`src/rtl/fpu_issue_ctrl_pkg.sv`:
```
// Shared types and constants for the FPU issue controller: rounding modes,
// field widths, exception flag positions and the controller state encoding.
package fpu_issue_ctrl_pkg;

  localparam int unsigned RM_W     = 3;
  localparam int unsigned OPT_W    = 5;
  localparam int unsigned RD_W     = 5;
  localparam int unsigned FFLAGS_W = 5;
  localparam int unsigned FCSR_W   = RM_W + FFLAGS_W;

  // Bit positions inside the {NV,DZ,OF,UF,NX} flag vector
  localparam int unsigned FLAG_NV = 4;
  localparam int unsigned FLAG_DZ = 3;
  localparam int unsigned FLAG_OF = 2;
  localparam int unsigned FLAG_UF = 1;
  localparam int unsigned FLAG_NX = 0;

  localparam logic [31:0] CANON_NAN = 32'h7FC0_0000;

  typedef enum logic [2:0] {
    RM_RNE = 3'b000,
    RM_RTZ = 3'b001,
    RM_RDN = 3'b010,
    RM_RUP = 3'b011,
    RM_RMM = 3'b100,
    RM_DYN = 3'b111
  } rm_e;

  typedef enum logic [1:0] {
    ST_IDLE = 2'd0,
    ST_BUSY = 2'd1,
    ST_DONE = 2'd2
  } state_e;

endpackage

```
`src/rtl/fpu_issue_ctrl_if.sv`:
```
// Pipeline request, FPU start/ready, writeback and fcsr signals of the issue controller.
// The master modport is the controller's view; slave is the surrounding pipeline/FPU.
interface fpu_issue_ctrl_if #(parameter int unsigned XLEN = 32);
  import fpu_issue_ctrl_pkg::*;

  logic                req_valid;
  logic                req_ready;
  logic [OPT_W-1:0]    req_option;
  logic [RM_W-1:0]     req_rm;
  logic [RD_W-1:0]     req_rd;
  logic [XLEN-1:0]     req_in1, req_in2, req_in3;

  logic                fpu_start;
  logic [RM_W-1:0]     fpu_rm;
  logic [OPT_W-1:0]    fpu_option;
  logic [XLEN-1:0]     fpu_in1, fpu_in2, fpu_in3;
  logic                fpu_ready;
  logic [XLEN-1:0]     fpu_out;
  logic                fpu_nv, fpu_dz, fpu_of, fpu_uf, fpu_nx;

  logic                rsp_valid;
  logic                rsp_ready;
  logic [RD_W-1:0]     rsp_rd;
  logic [XLEN-1:0]     rsp_data;
  logic [FFLAGS_W-1:0] rsp_fflags;
  logic                rsp_illegal;
  logic                rsp_timeout;

  logic                csr_we;
  logic [FCSR_W-1:0]   csr_wdata;
  logic [FCSR_W-1:0]   fcsr;

  modport master (
    input  req_valid, req_option, req_rm, req_rd, req_in1, req_in2, req_in3,
           fpu_ready, fpu_out, fpu_nv, fpu_dz, fpu_of, fpu_uf, fpu_nx,
           rsp_ready, csr_we, csr_wdata,
    output req_ready, fpu_start, fpu_rm, fpu_option, fpu_in1, fpu_in2, fpu_in3,
           rsp_valid, rsp_rd, rsp_data, rsp_fflags, rsp_illegal, rsp_timeout, fcsr
  );

  modport slave (
    output req_valid, req_option, req_rm, req_rd, req_in1, req_in2, req_in3,
           fpu_ready, fpu_out, fpu_nv, fpu_dz, fpu_of, fpu_uf, fpu_nx,
           rsp_ready, csr_we, csr_wdata,
    input  req_ready, fpu_start, fpu_rm, fpu_option, fpu_in1, fpu_in2, fpu_in3,
           rsp_valid, rsp_rd, rsp_data, rsp_fflags, rsp_illegal, rsp_timeout, fcsr
  );

endinterface

```
`src/rtl/fpu_rm_resolve.sv`:
```
// Resolves the instruction rounding mode against frm and flags reserved results.
module fpu_rm_resolve
  import fpu_issue_ctrl_pkg::*;
(
  input  logic [RM_W-1:0] req_rm,
  input  logic [RM_W-1:0] frm,
  output logic [RM_W-1:0] rm_res,
  output logic            illegal
);

  always_comb begin
    rm_res  = (req_rm == RM_DYN) ? frm : req_rm;
    illegal = (rm_res > RM_RMM);
  end

endmodule

```
`src/rtl/fpu_issue_ctrl.sv`:
```
// FPU issue controller: accepts one op, holds start until FPU ready, returns result
// and accumulates sticky fflags. Optional BUSY watchdog enabled by FPU_TIMEOUT_EN.
module fpu_issue_ctrl
  import fpu_issue_ctrl_pkg::*;
#(
  parameter int unsigned XLEN = 32
`ifdef FPU_TIMEOUT_EN
  , parameter int unsigned TIMEOUT_CYCLES = 64
`endif
) (
  input  logic               clk,
  input  logic               rst,
  fpu_issue_ctrl_if.master   bus
);

`ifdef FPU_TIMEOUT_EN
  localparam int unsigned CNT_W = (TIMEOUT_CYCLES > 1) ? $clog2(TIMEOUT_CYCLES) : 1;
  logic [CNT_W-1:0] cnt, cnt_nxt;
`endif

  state_e              state, state_nxt;
  logic [RM_W-1:0]     rm_res;
  logic                illegal;
  logic [FFLAGS_W-1:0] op_flags, fflags_base;

  logic                ready, ready_nxt, start, start_nxt, valid, valid_nxt;
  logic [RM_W-1:0]     rm, rm_nxt, frm, frm_nxt;
  logic [OPT_W-1:0]    option, option_nxt;
  logic [XLEN-1:0]     in1, in1_nxt, in2, in2_nxt, in3, in3_nxt;
  logic [RD_W-1:0]     rd, rd_nxt;
  logic [XLEN-1:0]     data, data_nxt;
  logic [FFLAGS_W-1:0] flags, flags_nxt, fflags, fflags_nxt;
  logic                ill, ill_nxt, tmo, tmo_nxt;

  fpu_rm_resolve u_rm_resolve (
    .req_rm  (bus.req_rm),
    .frm     (frm),
    .rm_res  (rm_res),
    .illegal (illegal)
  );

  always_comb begin
    op_flags          = '0;
    op_flags[FLAG_NV] = bus.fpu_nv;
    op_flags[FLAG_DZ] = bus.fpu_dz;
    op_flags[FLAG_OF] = bus.fpu_of;
    op_flags[FLAG_UF] = bus.fpu_uf;
    op_flags[FLAG_NX] = bus.fpu_nx;
  end

  // Next-state and next register values; every output is a register fed from here
  always_comb begin
    state_nxt   = state;
    rm_nxt      = rm;
    option_nxt  = option;
    in1_nxt     = in1;
    in2_nxt     = in2;
    in3_nxt     = in3;
    rd_nxt      = rd;
    data_nxt    = data;
    flags_nxt   = flags;
    ill_nxt     = ill;
    tmo_nxt     = 1'b0;
    frm_nxt     = bus.csr_we ? bus.csr_wdata[FCSR_W-1:FFLAGS_W] : frm;
    fflags_base = bus.csr_we ? bus.csr_wdata[FFLAGS_W-1:0] : fflags;
    fflags_nxt  = fflags_base;
`ifdef FPU_TIMEOUT_EN
    cnt_nxt     = cnt;
    tmo_nxt     = tmo;
`endif

    unique case (state)
      ST_IDLE: begin
        if (bus.req_valid) begin
          rm_nxt     = rm_res;
          option_nxt = bus.req_option;
          in1_nxt    = bus.req_in1;
          in2_nxt    = bus.req_in2;
          in3_nxt    = bus.req_in3;
          rd_nxt     = bus.req_rd;
          tmo_nxt    = 1'b0;
          if (illegal) begin
            state_nxt = ST_DONE;
            ill_nxt   = 1'b1;
            data_nxt  = '0;
            flags_nxt = '0;
          end else begin
            state_nxt = ST_BUSY;
            ill_nxt   = 1'b0;
`ifdef FPU_TIMEOUT_EN
            cnt_nxt   = '0;
`endif
          end
        end
      end
      ST_BUSY: begin
        if (bus.fpu_ready) begin
          state_nxt  = ST_DONE;
          data_nxt   = bus.fpu_out;
          flags_nxt  = op_flags;
          fflags_nxt = fflags_base | op_flags;
        end
`ifdef FPU_TIMEOUT_EN
        else if (cnt == CNT_W'(TIMEOUT_CYCLES - 1)) begin
          state_nxt           = ST_DONE;
          data_nxt            = XLEN'(CANON_NAN);
          flags_nxt           = '0;
          flags_nxt[FLAG_NV]  = 1'b1;
          fflags_nxt          = fflags_base;
          fflags_nxt[FLAG_NV] = 1'b1;
          tmo_nxt             = 1'b1;
        end else begin
          cnt_nxt = CNT_W'(cnt + 1'b1);
        end
`endif
      end
      ST_DONE: begin
        if (bus.rsp_ready) state_nxt = ST_IDLE;
      end
      default: state_nxt = ST_IDLE;
    endcase

    ready_nxt = (state_nxt == ST_IDLE);
    start_nxt = (state_nxt == ST_BUSY);
    valid_nxt = (state_nxt == ST_DONE);
  end

  always_ff @(posedge clk) begin
    if (rst) begin
      state  <= ST_IDLE;
      ready  <= 1'b1;
      start  <= 1'b0;
      valid  <= 1'b0;
      rm     <= '0;
      frm    <= '0;
      option <= '0;
      in1    <= '0;
      in2    <= '0;
      in3    <= '0;
      rd     <= '0;
      data   <= '0;
      flags  <= '0;
      fflags <= '0;
      ill    <= 1'b0;
      tmo    <= 1'b0;
`ifdef FPU_TIMEOUT_EN
      cnt    <= '0;
`endif
    end else begin
      state  <= state_nxt;
      ready  <= ready_nxt;
      start  <= start_nxt;
      valid  <= valid_nxt;
      rm     <= rm_nxt;
      frm    <= frm_nxt;
      option <= option_nxt;
      in1    <= in1_nxt;
      in2    <= in2_nxt;
      in3    <= in3_nxt;
      rd     <= rd_nxt;
      data   <= data_nxt;
      flags  <= flags_nxt;
      fflags <= fflags_nxt;
      ill    <= ill_nxt;
      tmo    <= tmo_nxt;
`ifdef FPU_TIMEOUT_EN
      cnt    <= cnt_nxt;
`endif
    end
  end

  assign bus.req_ready   = ready;
  assign bus.fpu_start   = start;
  assign bus.fpu_rm      = rm;
  assign bus.fpu_option  = option;
  assign bus.fpu_in1     = in1;
  assign bus.fpu_in2     = in2;
  assign bus.fpu_in3     = in3;
  assign bus.rsp_valid   = valid;
  assign bus.rsp_rd      = rd;
  assign bus.rsp_data    = data;
  assign bus.rsp_fflags  = flags;
  assign bus.rsp_illegal = ill;
  assign bus.rsp_timeout = tmo;
  assign bus.fcsr        = {frm, fflags};

endmodule

```
`src/flat_wrapper.sv`:
```
// flat-port wrapper written by rule: the top's interface ports become plain ports
module fpu_issue_ctrl_flat import fpu_issue_ctrl_pkg::*;
#(
  parameter int unsigned XLEN = 32

)
  (clk, rst, bus_req_valid, bus_req_option, bus_req_rm, bus_req_rd, bus_req_in1, bus_req_in2, bus_req_in3, bus_fpu_ready, bus_fpu_out, bus_fpu_nv, bus_fpu_dz, bus_fpu_of, bus_fpu_uf, bus_fpu_nx, bus_rsp_ready, bus_csr_we, bus_csr_wdata, bus_req_ready, bus_fpu_start, bus_fpu_rm, bus_fpu_option, bus_fpu_in1, bus_fpu_in2, bus_fpu_in3, bus_rsp_valid, bus_rsp_rd, bus_rsp_data, bus_rsp_fflags, bus_rsp_illegal, bus_rsp_timeout, bus_fcsr);
  fpu_issue_ctrl_if #(.XLEN(XLEN)) bus_i ();
  input  logic clk;
  input  logic rst;
  input wire logic [$bits(bus_i.req_valid)-1:0] bus_req_valid;
  input wire logic [$bits(bus_i.req_option)-1:0] bus_req_option;
  input wire logic [$bits(bus_i.req_rm)-1:0] bus_req_rm;
  input wire logic [$bits(bus_i.req_rd)-1:0] bus_req_rd;
  input wire logic [$bits(bus_i.req_in1)-1:0] bus_req_in1;
  input wire logic [$bits(bus_i.req_in2)-1:0] bus_req_in2;
  input wire logic [$bits(bus_i.req_in3)-1:0] bus_req_in3;
  input wire logic [$bits(bus_i.fpu_ready)-1:0] bus_fpu_ready;
  input wire logic [$bits(bus_i.fpu_out)-1:0] bus_fpu_out;
  input wire logic [$bits(bus_i.fpu_nv)-1:0] bus_fpu_nv;
  input wire logic [$bits(bus_i.fpu_dz)-1:0] bus_fpu_dz;
  input wire logic [$bits(bus_i.fpu_of)-1:0] bus_fpu_of;
  input wire logic [$bits(bus_i.fpu_uf)-1:0] bus_fpu_uf;
  input wire logic [$bits(bus_i.fpu_nx)-1:0] bus_fpu_nx;
  input wire logic [$bits(bus_i.rsp_ready)-1:0] bus_rsp_ready;
  input wire logic [$bits(bus_i.csr_we)-1:0] bus_csr_we;
  input wire logic [$bits(bus_i.csr_wdata)-1:0] bus_csr_wdata;
  output wire logic [$bits(bus_i.req_ready)-1:0] bus_req_ready;
  output wire logic [$bits(bus_i.fpu_start)-1:0] bus_fpu_start;
  output wire logic [$bits(bus_i.fpu_rm)-1:0] bus_fpu_rm;
  output wire logic [$bits(bus_i.fpu_option)-1:0] bus_fpu_option;
  output wire logic [$bits(bus_i.fpu_in1)-1:0] bus_fpu_in1;
  output wire logic [$bits(bus_i.fpu_in2)-1:0] bus_fpu_in2;
  output wire logic [$bits(bus_i.fpu_in3)-1:0] bus_fpu_in3;
  output wire logic [$bits(bus_i.rsp_valid)-1:0] bus_rsp_valid;
  output wire logic [$bits(bus_i.rsp_rd)-1:0] bus_rsp_rd;
  output wire logic [$bits(bus_i.rsp_data)-1:0] bus_rsp_data;
  output wire logic [$bits(bus_i.rsp_fflags)-1:0] bus_rsp_fflags;
  output wire logic [$bits(bus_i.rsp_illegal)-1:0] bus_rsp_illegal;
  output wire logic [$bits(bus_i.rsp_timeout)-1:0] bus_rsp_timeout;
  output wire logic [$bits(bus_i.fcsr)-1:0] bus_fcsr;
  assign bus_i.req_valid = bus_req_valid;
  assign bus_i.req_option = bus_req_option;
  assign bus_i.req_rm = bus_req_rm;
  assign bus_i.req_rd = bus_req_rd;
  assign bus_i.req_in1 = bus_req_in1;
  assign bus_i.req_in2 = bus_req_in2;
  assign bus_i.req_in3 = bus_req_in3;
  assign bus_i.fpu_ready = bus_fpu_ready;
  assign bus_i.fpu_out = bus_fpu_out;
  assign bus_i.fpu_nv = bus_fpu_nv;
  assign bus_i.fpu_dz = bus_fpu_dz;
  assign bus_i.fpu_of = bus_fpu_of;
  assign bus_i.fpu_uf = bus_fpu_uf;
  assign bus_i.fpu_nx = bus_fpu_nx;
  assign bus_i.rsp_ready = bus_rsp_ready;
  assign bus_i.csr_we = bus_csr_we;
  assign bus_i.csr_wdata = bus_csr_wdata;
  assign bus_req_ready = bus_i.req_ready;
  assign bus_fpu_start = bus_i.fpu_start;
  assign bus_fpu_rm = bus_i.fpu_rm;
  assign bus_fpu_option = bus_i.fpu_option;
  assign bus_fpu_in1 = bus_i.fpu_in1;
  assign bus_fpu_in2 = bus_i.fpu_in2;
  assign bus_fpu_in3 = bus_i.fpu_in3;
  assign bus_rsp_valid = bus_i.rsp_valid;
  assign bus_rsp_rd = bus_i.rsp_rd;
  assign bus_rsp_data = bus_i.rsp_data;
  assign bus_rsp_fflags = bus_i.rsp_fflags;
  assign bus_rsp_illegal = bus_i.rsp_illegal;
  assign bus_rsp_timeout = bus_i.rsp_timeout;
  assign bus_fcsr = bus_i.fcsr;
  fpu_issue_ctrl #(.XLEN(XLEN)) u_core (.clk(clk), .rst(rst), .bus(bus_i));
endmodule
```
`config.mk`:
```
export PLATFORM = sky130hd
export DESIGN_NAME = fpu_issue_ctrl_flat
export DESIGN_NICKNAME = d
export VERILOG_FILES = /design/src/rtl/fpu_issue_ctrl_pkg.sv /design/src/rtl/fpu_issue_ctrl_if.sv /design/src/rtl/fpu_rm_resolve.sv /design/src/rtl/fpu_issue_ctrl.sv /design/src/flat_wrapper.sv
export SDC_FILE = /design/constraint.sdc
export NUM_CORES = 1
export LEC_CHECK = 0
export BUFFER_PORTS_ARGS = -buffer_cell sky130_fd_sc_hd__buf_2
export CAP_MARGIN = 10
export CELL_PAD_IN_SITES_DETAIL_PLACEMENT = 1
export CELL_PAD_IN_SITES_GLOBAL_PLACEMENT = 1
export CORE_ASPECT_RATIO = 0.8
export CORE_MARGIN = 3
export CORE_UTILIZATION = 34
export DETAILED_ROUTE_END_ITERATION = 16
export PLACE_DENSITY = 0.89
export SYNTH_ARGS = -nofsm -noshare
export SYNTH_HDL_FRONTEND = slang
export SYNTH_SLANG_ARGS = --single-unit
```
`constraint.sdc`:
```
create_clock -name clk -period 2.94 [get_ports clk]
set_input_delay 0.588 -clock clk [delete_from_list [all_inputs] [get_ports clk]]
set_output_delay 0.588 -clock clk [all_outputs]
set_load 0.01 [all_outputs]
```
==> metrics.md <==
| Metric | Value |
|---|---|
| Diode count | `0` |
| Worst slew pin tran | `0.670 ns` |
| Final Util | `0.486` |
| Crit path buf inv count | `1` |
| Crit path setup slack, layout | `1.11 ns` |
| Clk sinks | `160` |
| Crit path arrival time | `2.17 ns` |
| DR iter-0 viols | `281` |
| Die X | `154 um` |
| Syn nets | `854` |
| Metal1 wirelength | `7.71 mm` |
| Main synth FF type | `dfxtp_1` |
| Post-synthesis simple-gate area fraction | `0.217` |
| Finished Layout Cells | `1,219` |
| Mean Syn Cell Area | `8.57 um^2` |
| Hold Fails Final Rpt | `0` |
| Cell count after placement | `1,189` |
| Hpwl dp | `14.4 mm` |
| Slowest CP cell | `buf_4` |
| VDD IR max | `415 uV` |
| Root Driver | `clkbuf_16` |
| Cell Area, Placed | `7590 um^2` |
| Post-CTS Resized | `0` |
| Global-route wire length before repair | `31.2 mm` |
| Largest family of logic cells by synthesized area | `simple AND/OR/NAND/NOR gates` |
| CP Class | `flip-flop to flip-flop` |
| Post-synth cell types | `24` |
| IO buf count | `317` |
| WL final | `19.8 mm` |
| Fin area | `8190 um^2` |
| Synth top cells by count | `nand2_1 (257), dfxtp_1 (160), a21oi_1 (117)` |
| Compound-gate portion of the synthesized area | `0.117` |
| # IOs | `319` |
| Die ar. | `19,100 um^2` |
| Fin nets | `1,148` |
| Reg-to-reg startpoint | `u_core.frm[2]$_SDFFE_PP0P_` |
| CP Capture Type | `flip-flop` |
| H-tree depth | `4` |
| Drt first pass iters | `4` |
| Crit path to | `u_core.bus.rsp_data[31]$_SDFFE_PP0P_` |
| Seq/Total Area, Yosys | `0.538` |
| Met3 wire length | `1.81 mm` |
| Post-route DRC violation count | `0` |
| Final hold slack | `0.399 ns` |
| FP Rows | `42` |
| # setup viols final | `0` |
| Leakage Power | `3.85 nW` |
| Overflow left after global routing | `0` |
| Relative slew margins | `0.554` |
| Worst R2R Path Depth | `5` |
| Fin. max-slew vios | `0` |
| Area growth, synth to finish | `37.7%` |
| Adder-Cell Fraction of Synth Area | `0` |
| DP Worst Slack | `0.867 ns` |
| Wire per inst | `16.2 um` |
| Reg2reg setup slack | `1.11 ns` |
| Initial antenna violation count | `1` |
| Share of the synthesized area in the top cell type | `0.538` |
| Total Power | `5.38 mW` |
| Met2 WL post-DR | `9.82 mm` |
| RSZ-0062 raised after global routing | `false` |
| Worst path cell trace | `o21ai_1 > a31o_1 > o21ai_4 > buf_4 > mux2i_1` |
| Cell Pwr Density | `656 nW/um^2` |
| Share of layout cells above drive strength 1 | `0.361` |
| Worst setup path start | `u_core.frm[2]$_SDFFE_PP0P_` |
| CP delay by family, top | `compound AO/OA/AOI/OAI gates` |
| Top-count cell post-synth | `nand2_1` |
| Ys async rst share | `0` |
| Core Area | `16,900 um^2` |
| Top cells by area, synth | `dfxtp_1 (54%), nand2_1 (16%), a21oi_1 (9.8%)` |
| Starting Density | `0.353` |
| Routed Antenna Nets | `0` |
| Max cap viols | `0` |
| Cts hold-fix bufs | `0` |
| GRT Resource Usage Total | `0.202` |
| Filler cell count | `2,105` |
| Status | `complete, no violations` |
| Worst Path Max Fanout | `37` |
| Synth Cell Area | `5950 um^2` |
| Leading area contributor after synthesis | `dfxtp_1` |
| Synth warn | `0` |
| Cell count along the critical path | `5` |
| Die height | `124 um` |
| Clock skew | `0.00867 ns` |
| Post-synthesis xor/xnor area fraction | `0` |
| Number of flops mapped to enable cells by yosys | `0` |
| #FFs+latches synth | `160` |
| Required @ worst endpoint | `3.28 ns` |
| Largest net degree at the start of global routing | `163` |
| Reg-to-Reg End | `u_core.bus.rsp_data[31]$_SDFFE_PP0P_` |
| Fin Setup TNS | `0 ns` |
| GP Congestion | `0.771` |
| Hold WC Path Type | `primary input to flip-flop` |
| Fmax achieved | `0.546 GHz` |
| Skew-Pair Late Insertion Delay | `0.42 ns` |
| CTS tree | `yes` |
| Max layer used | `met5` |
| Cells after synthesis | `694` |
| Vias in the first global route | `6,136` |
| Vias | `5,796` |
| Setup bufs post-CTS | `0` |
| Vias per cell | `4.75` |
| Clock transition at path regs | `0.06 ns` |
| Worst stage delay on the critical path | `0.49 ns` |
| CTS Buf Count | `17` |
| Critical Path Start Type | `flip-flop` |
| Maximum root-to-sink buffer count | `2` |
| Final period util | `0.623` |
| Post-synthesis mux area share | `0.0673` |
| Minimum clock period | `1.83 ns` |
-- report_power, final --
part	leakage [nW]	switching (mW)	internal (mW)
clock	0.285	0.907	1.35
combinational	2.26	0.434	0.309
sequential	1.31	0.0708	2.30
total	3.85	1.41	3.96
-- registers in the layout, summed over array words and instances, names as in the netlist --
| name | cells |
|---|---|
| u_core.state | 2 |
| u_core.bus.rsp_rd | 5 |
| u_core.bus.rsp_illegal | 1 |
| u_core.bus.fpu_option | 5 |
| u_core.fflags | 5 |
| u_core.bus.fpu_in2 | 32 |
| u_core.bus.rsp_valid | 1 |
| u_core.bus.rsp_fflags | 5 |
| u_core.bus.fpu_in3 | 32 |
| u_core.bus.req_ready | 1 |
| u_core.bus.fpu_rm | 3 |
| u_core.bus.fpu_start | 1 |
| u_core.frm | 3 |
| u_core.bus.fpu_in1 | 32 |
| u_core.bus.rsp_data | 32 |
-- logic make-up (layout without fill, tap and decap cells) --
| group | Yosys count | in the layout |
|---|---|---|
| other | 1 | 1 |
| AO/OA/AOI/OAI | 133 | 133 |
| flip-flops | 160 | 160 |
| buffers and inverters | 52 | 357 |
| AND/OR/NAND/NOR | 308 | 308 |
| multiplexers | 40 | 40 |
-- worst min-delay path by stage --
stage	slack, ns	start	cells past startpoint	endpoint
2_1_floorplan	0.48	u_core.bus.fpu_rm[0]$_SDFFE_PP0P_	2	u_core.bus.fpu_rm[0]$_SDFFE_PP0P_
3_3_place_gp	0.44	u_core.bus.fpu_in1[30]$_SDFFE_PP0P_	2	u_core.bus.fpu_in1[30]$_SDFFE_PP0P_
3_5_place_dp	0.44	u_core.bus.fpu_in2[9]$_SDFFE_PP0P_	2	u_core.bus.fpu_in2[9]$_SDFFE_PP0P_
4_1_cts	0.38	bus_req_in1[4]	3	u_core.bus.fpu_in1[4]$_SDFFE_PP0P_
5_1_grt	0.38	bus_req_option[1]	3	u_core.bus.fpu_option[1]$_SDFFE_PP0P_
6_report	0.40	bus_req_option[2]	3	u_core.bus.fpu_option[2]$_SDFFE_PP0P_
-- per-layer routing --
layer	vias to the layer above	GRT usage
li1	2840	-
met1	2687	0.222
met2	227	0.355
met3	40	0.0799
met4	2	0.0659
met5	-	0
-- final cells by class --
type / count / area [um^2] / area share
Sequential cell: 160 / 3200 / 0.391
Multi-Input combinational cell: 482 / 2410 / 0.295
Timing Repair Buffer: 327 / 1700 / 0.208
Clock buffer: 18 / 439 / 0.0536
Tap cell: 220 / 275 / 0.0336
Clock inverter: 12 / 158 / 0.0192
-- worst reg2reg max path, cell delays in order, from the launching register on --
cell     delay (ns)
dfxtp_1        0.42
o21ai_1        0.11
a31o_1         0.29
o21ai_4        0.13
buf_4          0.49
mux2i_1        0.32
-- cells in the final DEF, fill, tap and decap left out, drive strengths merged, types with 4 or more instances in the layout --
cell	instances
nand2	257
o22ai	6
nand2b	41
dfxtp	160
nor2	4
mux2i	40
buf	327
a21oi	117
clkbuf	18
Note: power is estimated with default switching activity, not from simulation.
